File: src/rtl/sys_cmd_ctrl.sv
// sys_cmd_ctrl: byte-framed command sequencer between the UART RX path and the
// register file / ALU / UART TX FIFO.
// Commands: 0xAA write (ADDR, DATA), 0xBB read (ADDR),
//           0xCC ALU with operands (A, B, FUN), 0xDD ALU without operands (FUN).
// Optional feature: define CMD_TIMEOUT_EN to abandon a partial command after
// TIMEOUT_CYCLES cycles without a received byte.
module sys_cmd_ctrl #(
  parameter int DATA_WIDTH     = 8,
  parameter int ADDR_WIDTH     = 4,
  parameter int FUN_WIDTH      = 4,
  parameter int TIMEOUT_CYCLES = 4096
) (
  input  logic                    clk,
  input  logic                    rst_n,
  input  logic [DATA_WIDTH-1:0]   RX_P_DATA,
  input  logic                    RX_D_VLD,
  output logic [ADDR_WIDTH-1:0]   Address,
  output logic                    WrEn,
  output logic                    RdEn,
  output logic [DATA_WIDTH-1:0]   WrData,
  input  logic [DATA_WIDTH-1:0]   RdData,
  input  logic                    RdData_Valid,
  output logic                    ALU_EN,
  output logic [FUN_WIDTH-1:0]    ALU_FUN,
  output logic                    CLK_EN,
  input  logic [2*DATA_WIDTH-1:0] ALU_OUT,
  input  logic                    OUT_Valid,
  output logic [DATA_WIDTH-1:0]   TX_P_DATA,
  output logic                    TX_D_VLD,
  input  logic                    FIFO_FULL
);

  typedef enum logic [3:0] {
    ST_IDLE     = 4'd0,
    ST_WR_ADDR  = 4'd1,
    ST_WR_DATA  = 4'd2,
    ST_RD_ADDR  = 4'd3,
    ST_RD_WAIT  = 4'd4,
    ST_OP_A     = 4'd5,
    ST_OP_B     = 4'd6,
    ST_ALU_FUN  = 4'd7,
    ST_ALU_WAIT = 4'd8,
    ST_TX_RD    = 4'd9,
    ST_TX_LO    = 4'd10,
    ST_TX_HI    = 4'd11
  } state_t;

  localparam logic [DATA_WIDTH-1:0] CMD_WR     = DATA_WIDTH'(8'hAA);
  localparam logic [DATA_WIDTH-1:0] CMD_RD     = DATA_WIDTH'(8'hBB);
  localparam logic [DATA_WIDTH-1:0] CMD_ALU_OP = DATA_WIDTH'(8'hCC);
  localparam logic [DATA_WIDTH-1:0] CMD_ALU_NO = DATA_WIDTH'(8'hDD);

  state_t                  state, state_nx;
  logic [2*DATA_WIDTH-1:0] res, res_nx;
  logic [ADDR_WIDTH-1:0]   addr_nx;
  logic [DATA_WIDTH-1:0]   wrdata_nx, txdata_nx;
  logic [FUN_WIDTH-1:0]    alufun_nx;
  logic                    wren_nx, rden_nx, aluen_nx, clken_nx, txvld_nx;
  logic                    tmo_hit;

`ifdef CMD_TIMEOUT_EN
  localparam int TMO_W = $clog2(TIMEOUT_CYCLES + 1);
  logic [TMO_W-1:0] tmo_cnt;
  logic             waiting;

  assign waiting = (state == ST_WR_ADDR) || (state == ST_WR_DATA) ||
                   (state == ST_RD_ADDR) || (state == ST_OP_A)    ||
                   (state == ST_OP_B)    || (state == ST_ALU_FUN);
  assign tmo_hit = waiting && !RX_D_VLD &&
                   (tmo_cnt == TMO_W'(TIMEOUT_CYCLES - 1));

  // Inter-byte silence counter, cleared by every received byte and outside byte-waiting states
  always_ff @(posedge clk) begin
    if (!rst_n) begin
      tmo_cnt <= {TMO_W{1'b0}};
    end else if (RX_D_VLD || !waiting) begin
      tmo_cnt <= {TMO_W{1'b0}};
    end else if (tmo_cnt != TMO_W'(TIMEOUT_CYCLES)) begin
      tmo_cnt <= tmo_cnt + TMO_W'(1);
    end else begin
      tmo_cnt <= tmo_cnt;
    end
  end
`else
  assign tmo_hit = 1'b0;
`endif

  // State and registered outputs; every output comes straight from a flop
  always_ff @(posedge clk) begin
    if (!rst_n) begin
      state     <= ST_IDLE;
      res       <= {(2*DATA_WIDTH){1'b0}};
      Address   <= {ADDR_WIDTH{1'b0}};
      WrEn      <= 1'b0;
      RdEn      <= 1'b0;
      WrData    <= {DATA_WIDTH{1'b0}};
      ALU_EN    <= 1'b0;
      ALU_FUN   <= {FUN_WIDTH{1'b0}};
      CLK_EN    <= 1'b0;
      TX_P_DATA <= {DATA_WIDTH{1'b0}};
      TX_D_VLD  <= 1'b0;
    end else begin
      state     <= state_nx;
      res       <= res_nx;
      Address   <= addr_nx;
      WrEn      <= wren_nx;
      RdEn      <= rden_nx;
      WrData    <= wrdata_nx;
      ALU_EN    <= aluen_nx;
      ALU_FUN   <= alufun_nx;
      CLK_EN    <= clken_nx;
      TX_P_DATA <= txdata_nx;
      TX_D_VLD  <= txvld_nx;
    end
  end

  // Next-state decode and next values of the output registers
  always_comb begin
    state_nx  = state;
    res_nx    = res;
    addr_nx   = Address;
    wrdata_nx = WrData;
    alufun_nx = ALU_FUN;
    txdata_nx = TX_P_DATA;
    wren_nx   = 1'b0;
    rden_nx   = 1'b0;
    aluen_nx  = 1'b0;
    txvld_nx  = 1'b0;

    case (state)
      ST_IDLE: begin
        if (RX_D_VLD) begin
          case (RX_P_DATA)
            CMD_WR:     state_nx = ST_WR_ADDR;
            CMD_RD:     state_nx = ST_RD_ADDR;
            CMD_ALU_OP: state_nx = ST_OP_A;
            CMD_ALU_NO: state_nx = ST_ALU_FUN;
            default:    state_nx = ST_IDLE;
          endcase
        end else begin
          state_nx = ST_IDLE;
        end
      end
      ST_WR_ADDR: begin
        if (RX_D_VLD) begin
          addr_nx  = RX_P_DATA[ADDR_WIDTH-1:0];
          state_nx = ST_WR_DATA;
        end else if (tmo_hit) begin
          state_nx = ST_IDLE;
        end else begin
          state_nx = state;
        end
      end
      ST_WR_DATA: begin
        if (RX_D_VLD) begin
          wren_nx   = 1'b1;
          wrdata_nx = RX_P_DATA;
          state_nx  = ST_IDLE;
        end else if (tmo_hit) begin
          state_nx = ST_IDLE;
        end else begin
          state_nx = state;
        end
      end
      ST_RD_ADDR: begin
        if (RX_D_VLD) begin
          rden_nx  = 1'b1;
          addr_nx  = RX_P_DATA[ADDR_WIDTH-1:0];
          state_nx = ST_RD_WAIT;
        end else if (tmo_hit) begin
          state_nx = ST_IDLE;
        end else begin
          state_nx = state;
        end
      end
      ST_RD_WAIT: begin
        // A valid coinciding with our own RdEn strobe belongs to no request of ours
        if (RdData_Valid && !RdEn) begin
          res_nx   = {{DATA_WIDTH{1'b0}}, RdData};
          state_nx = ST_TX_RD;
        end else begin
          state_nx = state;
        end
      end
      ST_OP_A, ST_OP_B: begin
        if (RX_D_VLD) begin
          wren_nx   = 1'b1;
          wrdata_nx = RX_P_DATA;
          addr_nx   = (state == ST_OP_A) ? ADDR_WIDTH'(0) : ADDR_WIDTH'(1);
          state_nx  = (state == ST_OP_A) ? ST_OP_B : ST_ALU_FUN;
        end else if (tmo_hit) begin
          state_nx = ST_IDLE;
        end else begin
          state_nx = state;
        end
      end
      ST_ALU_FUN: begin
        if (RX_D_VLD) begin
          aluen_nx  = 1'b1;
          alufun_nx = RX_P_DATA[FUN_WIDTH-1:0];
          state_nx  = ST_ALU_WAIT;
        end else if (tmo_hit) begin
          state_nx = ST_IDLE;
        end else begin
          state_nx = state;
        end
      end
      ST_ALU_WAIT: begin
        if (OUT_Valid && !ALU_EN) begin
          res_nx   = ALU_OUT;
          state_nx = ST_TX_LO;
        end else begin
          state_nx = state;
        end
      end
      ST_TX_RD, ST_TX_LO, ST_TX_HI: begin
        if (!FIFO_FULL) begin
          txvld_nx  = 1'b1;
          txdata_nx = (state == ST_TX_HI) ? res[2*DATA_WIDTH-1:DATA_WIDTH]
                                          : res[DATA_WIDTH-1:0];
          state_nx  = (state == ST_TX_LO) ? ST_TX_HI : ST_IDLE;
        end else begin
          state_nx = state;
        end
      end
      default: begin
        state_nx = ST_IDLE;
      end
    endcase

    // ALU clock runs from entering the function-byte wait until the result is captured
    clken_nx = (state_nx == ST_ALU_FUN) || (state_nx == ST_ALU_WAIT);
  end

endmodule

File: config.mk
export PLATFORM = sky130hd
export DESIGN_NAME = sys_cmd_ctrl
export DESIGN_NICKNAME = d
export VERILOG_FILES = /design/src/rtl/sys_cmd_ctrl.sv
export SDC_FILE = /design/constraint.sdc
export NUM_CORES = 1
export LEC_CHECK = 0
export ABC_AREA = 1
export BUFFER_PORTS_ARGS = -buffer_cell sky130_fd_sc_hd__buf_2
export CAP_MARGIN = 10
export CORE_ASPECT_RATIO = 2
export CORE_MARGIN = 4
export CORE_UTILIZATION = 50
export DETAILED_ROUTE_END_ITERATION = 12
export PLACE_DENSITY_LB_ADDON = 0.3
export SLEW_MARGIN = 40
export SYNTH_ARGS = -nofsm -noshare
export SYNTH_HDL_FRONTEND = slang
export SYNTH_SLANG_ARGS = --single-unit
File: constraint.sdc
create_clock -name clk -period 1.79 [get_ports clk]
set_input_delay 0.0895 -clock clk [delete_from_list [all_inputs] [get_ports clk]]
set_output_delay 0.0895 -clock clk [all_outputs]
set_load 0.1 [all_outputs]
==> impl_metrics.py <==
metrics = {
    "die": {
        "placementRows": 34,
        "ios": 67,
        "core_area_um2": 4380,
        "start_util_pct": 52.2,
        "dieArea_um2": 5780,
        "die_w_um": 55.8,
        "die_h_um": 104,
    },
    "global_routing": {
        "grt_overflow_total": 0,
        "grt_max_degree": 26,
        "grt_pass1_vias": 2163,
        "antenna_found_initial": 0,
        "grt_first_pass_wirelength_um": 9960,
        "grt_use_total_pct": 21.5,
    },
    "final_layout": {
        "fillers": 445,
        "instances_no_fill": 434,
        "drive_gt1_share_pct": 26.8,
        "antennaDiodeCount": 0,
        "fin_util_pct": 61.9,
        "nets": 417,
        "area_delta_synth_final_pct": 18.7,
    },
    "setup_path": {
        "crit_path_end_kind": "register",
        "startpoint_type": "register",
        "slowest_stage": "dfxtp_1",
        "reg2reg_to": "res[14]$_SDFFE_PN0P_",
        "worstPathMaxFanout": 25,
        "crit_top_cell": "nand2_4",
        "r2r_cells": 8,
        "cp.buffers_inverters": 2,
        "worstSetupEndpoint": "res[14]$_SDFFE_PN0P_",
        "crit_family": "simple AND/OR/NAND/NOR gates",
        "slowest_delay_ns": 0.37,
        "required_ns": 1.99,
        "crit_cells": 8,
        "crit_arrival_ns": 1.79,
        "rr_startpoint": "state[3]$_SDFF_PN0_",
        "path_class": "reg -> reg",
        "worstPathCellList": "inv_2 > nand2_1 > nor2_2 > nand2_4 > nand2_4 > inv_1 > a21oi_1 > nor2_1",
        "cp-startpoint": "state[3]$_SDFF_PN0_",
        "rrSetupSlack_ns": 0.20,
    },
    "timing": {
        "rsz0062_at_grt": "no",
        "final_hold_viol_count": 0,
        "setup_viol": 0,
        "slew_headroom_pct": 66.8,
        "min_period_ns": 1.59,
        "min_period_over_period_pct": 88.9,
        "fmax_ghz": 0.629,
        "whs_ns": 0.00662,
        "tightest_slew_ns": 0.501,
        "slew_viol_final": 0,
        "fin_setup_tns_ns": 0,
        "finClkSkew_ns": 0.00844,
    },
    "synth": {
        "synthTopCellsByArea": "dfxtp_1 (43%), nand2_1 (11%), nor2_1 (8.9%)",
        "netlist_instances": 313,
        "post-synth-top-area-cell": "dfxtp_1",
        "synth.yosys.seq_area_share_pct": 42.9,
        "synth_edf_count": 0,
        "yosys_warnings": 0,
        "yosys-top-cells-count": "nand2_1 (70), nor2_1 (54), dfxtp_1 (49)",
        "synth_cell_types": 31,
        "synthFlopType": "dfxtp_1",
        "syn_nets": 351,
        "synth_top_cell_area_share_pct": 42.9,
        "syn-cell-area_um2": 2290,
        "avgSynthCellArea_um2": 7.30,
        "async_flop_share_pct": 0,
        "ys_ff_latch": 49,
        "yosysMostFrequentCell": "nand2_1",
    },
    "cts": {
        "cts.sinks": 49,
        "cts_max_path_buffers": 2,
        "clk_pin_slew_ns": 0.09,
        "clk_latency_ns": 0.31,
        "htree_levels": 2,
        "cts_buffers": 5,
        "holdBufCountCts": 0,
        "cts_tree": "built",
        "clock-root-buffer": "clkbuf_8",
    },
    "place": {
        "globalplace.congestion": 0.926,
        "dp_hpwl_um": 4780,
        "dp.cells": 426,
        "portBuffers": 66,
    },
    "detailed_routing": {
        "ant_nets": 0,
        "routed_wl_um": 5950,
        "drtIter0Drc": 47,
        "routedWlPerCell_um": 13.7,
        "drc": 0,
        "vias_per_cell": 5.13,
        "vias": 2226,
        "dr.pass1.iters": 4,
    },
    "power": {
        "max-vdd-ir-drop_mv": 0.582,
        "power_density_nw_per_um2": 684,
        "leakagePower_nw": 1.36,
        "total_power_w": 0.00186,
    },
    "flow_run": {
        "cap_violations": 0,
    },
    "outcome": {
        "status": "complete, no violations",
    },
    "hold_path": {
        "min_path_type": "in -> reg",
        "min_from": "ALU_OUT[11]",
    },
}
-- timing repair --
action | 4_1_cts | 5_1_grt
resized for setup | 0 | 1
setup endpoints to repair | 0 | 1
setup buffers | 0 | 0
-- flip-flops by register name, indices dropped and copies added, names as in the netlist --
signal / count
res: 16
TX_P_DATA: 8
WrData: 8
ALU_FUN: 4
Address: 4
state: 4
ALU_EN: 1
CLK_EN: 1
RdEn: 1
TX_D_VLD: 1
WrEn: 1
-- power by group --
part           total (W)  switching, W  internal (W)  leakage, nW
logic           0.000115     0.0000704     0.0000446        0.925
registers        0.00109    0.00000160       0.00109        0.394
clock network   0.000649      0.000374      0.000276       0.0374
-- layer usage --
layer	share of wire, %	up-vias	GRT usage (%)
li1	-	1148	-
met1	33	990	19.9
met2	56	66	41.2
met3	5.5	22	4.23
met4	5.6	0	13.2
met5	0	-	0
-- metrics by stage --
step,area [µm²],worst slack [ns]
after floorplan,2290,0.0133
after global placement,2620,0.246
after detailed placement,2620,0.204
after CTS,2710,0.173
after global routing,2710,0.0232
final,2710,0.199
-- worst min-delay path, delay by kind of cell --
family / cells / cell delay (ns)
buf+inv: 1 / 0.07
compound gates: 1 / 0.05
simple gates: 1 / 0.07
-- worst min path at each step --
stage | slack, ns | endpoint | cells after the start
CTS | 0.0009 | res[11]$_SDFFE_PN0P_ | 3
global placement | 0.31 | res[11]$_SDFFE_PN0P_ | 3
floorplan | 0.22 | ALU_FUN[0]$_SDFFE_PN0P_ | 2
global route | 0.02 | res[8]$_SDFFE_PN0P_ | 3
finish | 0.007 | res[11]$_SDFFE_PN0P_ | 3
detailed placement | 0.32 | res[13]$_SDFFE_PN0P_ | 3
-- cell type report --
type | instances | area [µm²] | share of cell area [%]
multi-input cells | 224 | 1110 | 40.8
well taps | 54 | 67.6 | 2.49
inverters | 30 | 119 | 4.38
clock inverters | 2 | 15.0 | 0.553
clock buffers | 6 | 72.6 | 2.67
flip-flops and latches | 49 | 981 | 36.1
repair buffers | 69 | 353 | 13.0
-- cell usage in the layout (no fill, tap or decap), drive strengths merged --
cell type   n
nand3      18
nand4       3
a21oi      15
nor3        2
clkinvlp    2
inv        27
clkinv      3
a31oi      10
nand2      76
o211ai      8
buf        69
o21ai      31
nand3b      1
nor2       60
dfxtp      49
clkbuf      6
-- cell families (layout without fill, tap and decap cells) --
family | count (synthesis) | after routing | synth area share [%]
and+or+nand+nor | 160 | 160 | 32.2
buffers and inverters | 40 | 107 | 8.81
DFF | 49 | 49 | 42.9
AOI/OAI and AO/OA | 64 | 64 | 16.1
Note: power is estimated with default switching activity, not from simulation.
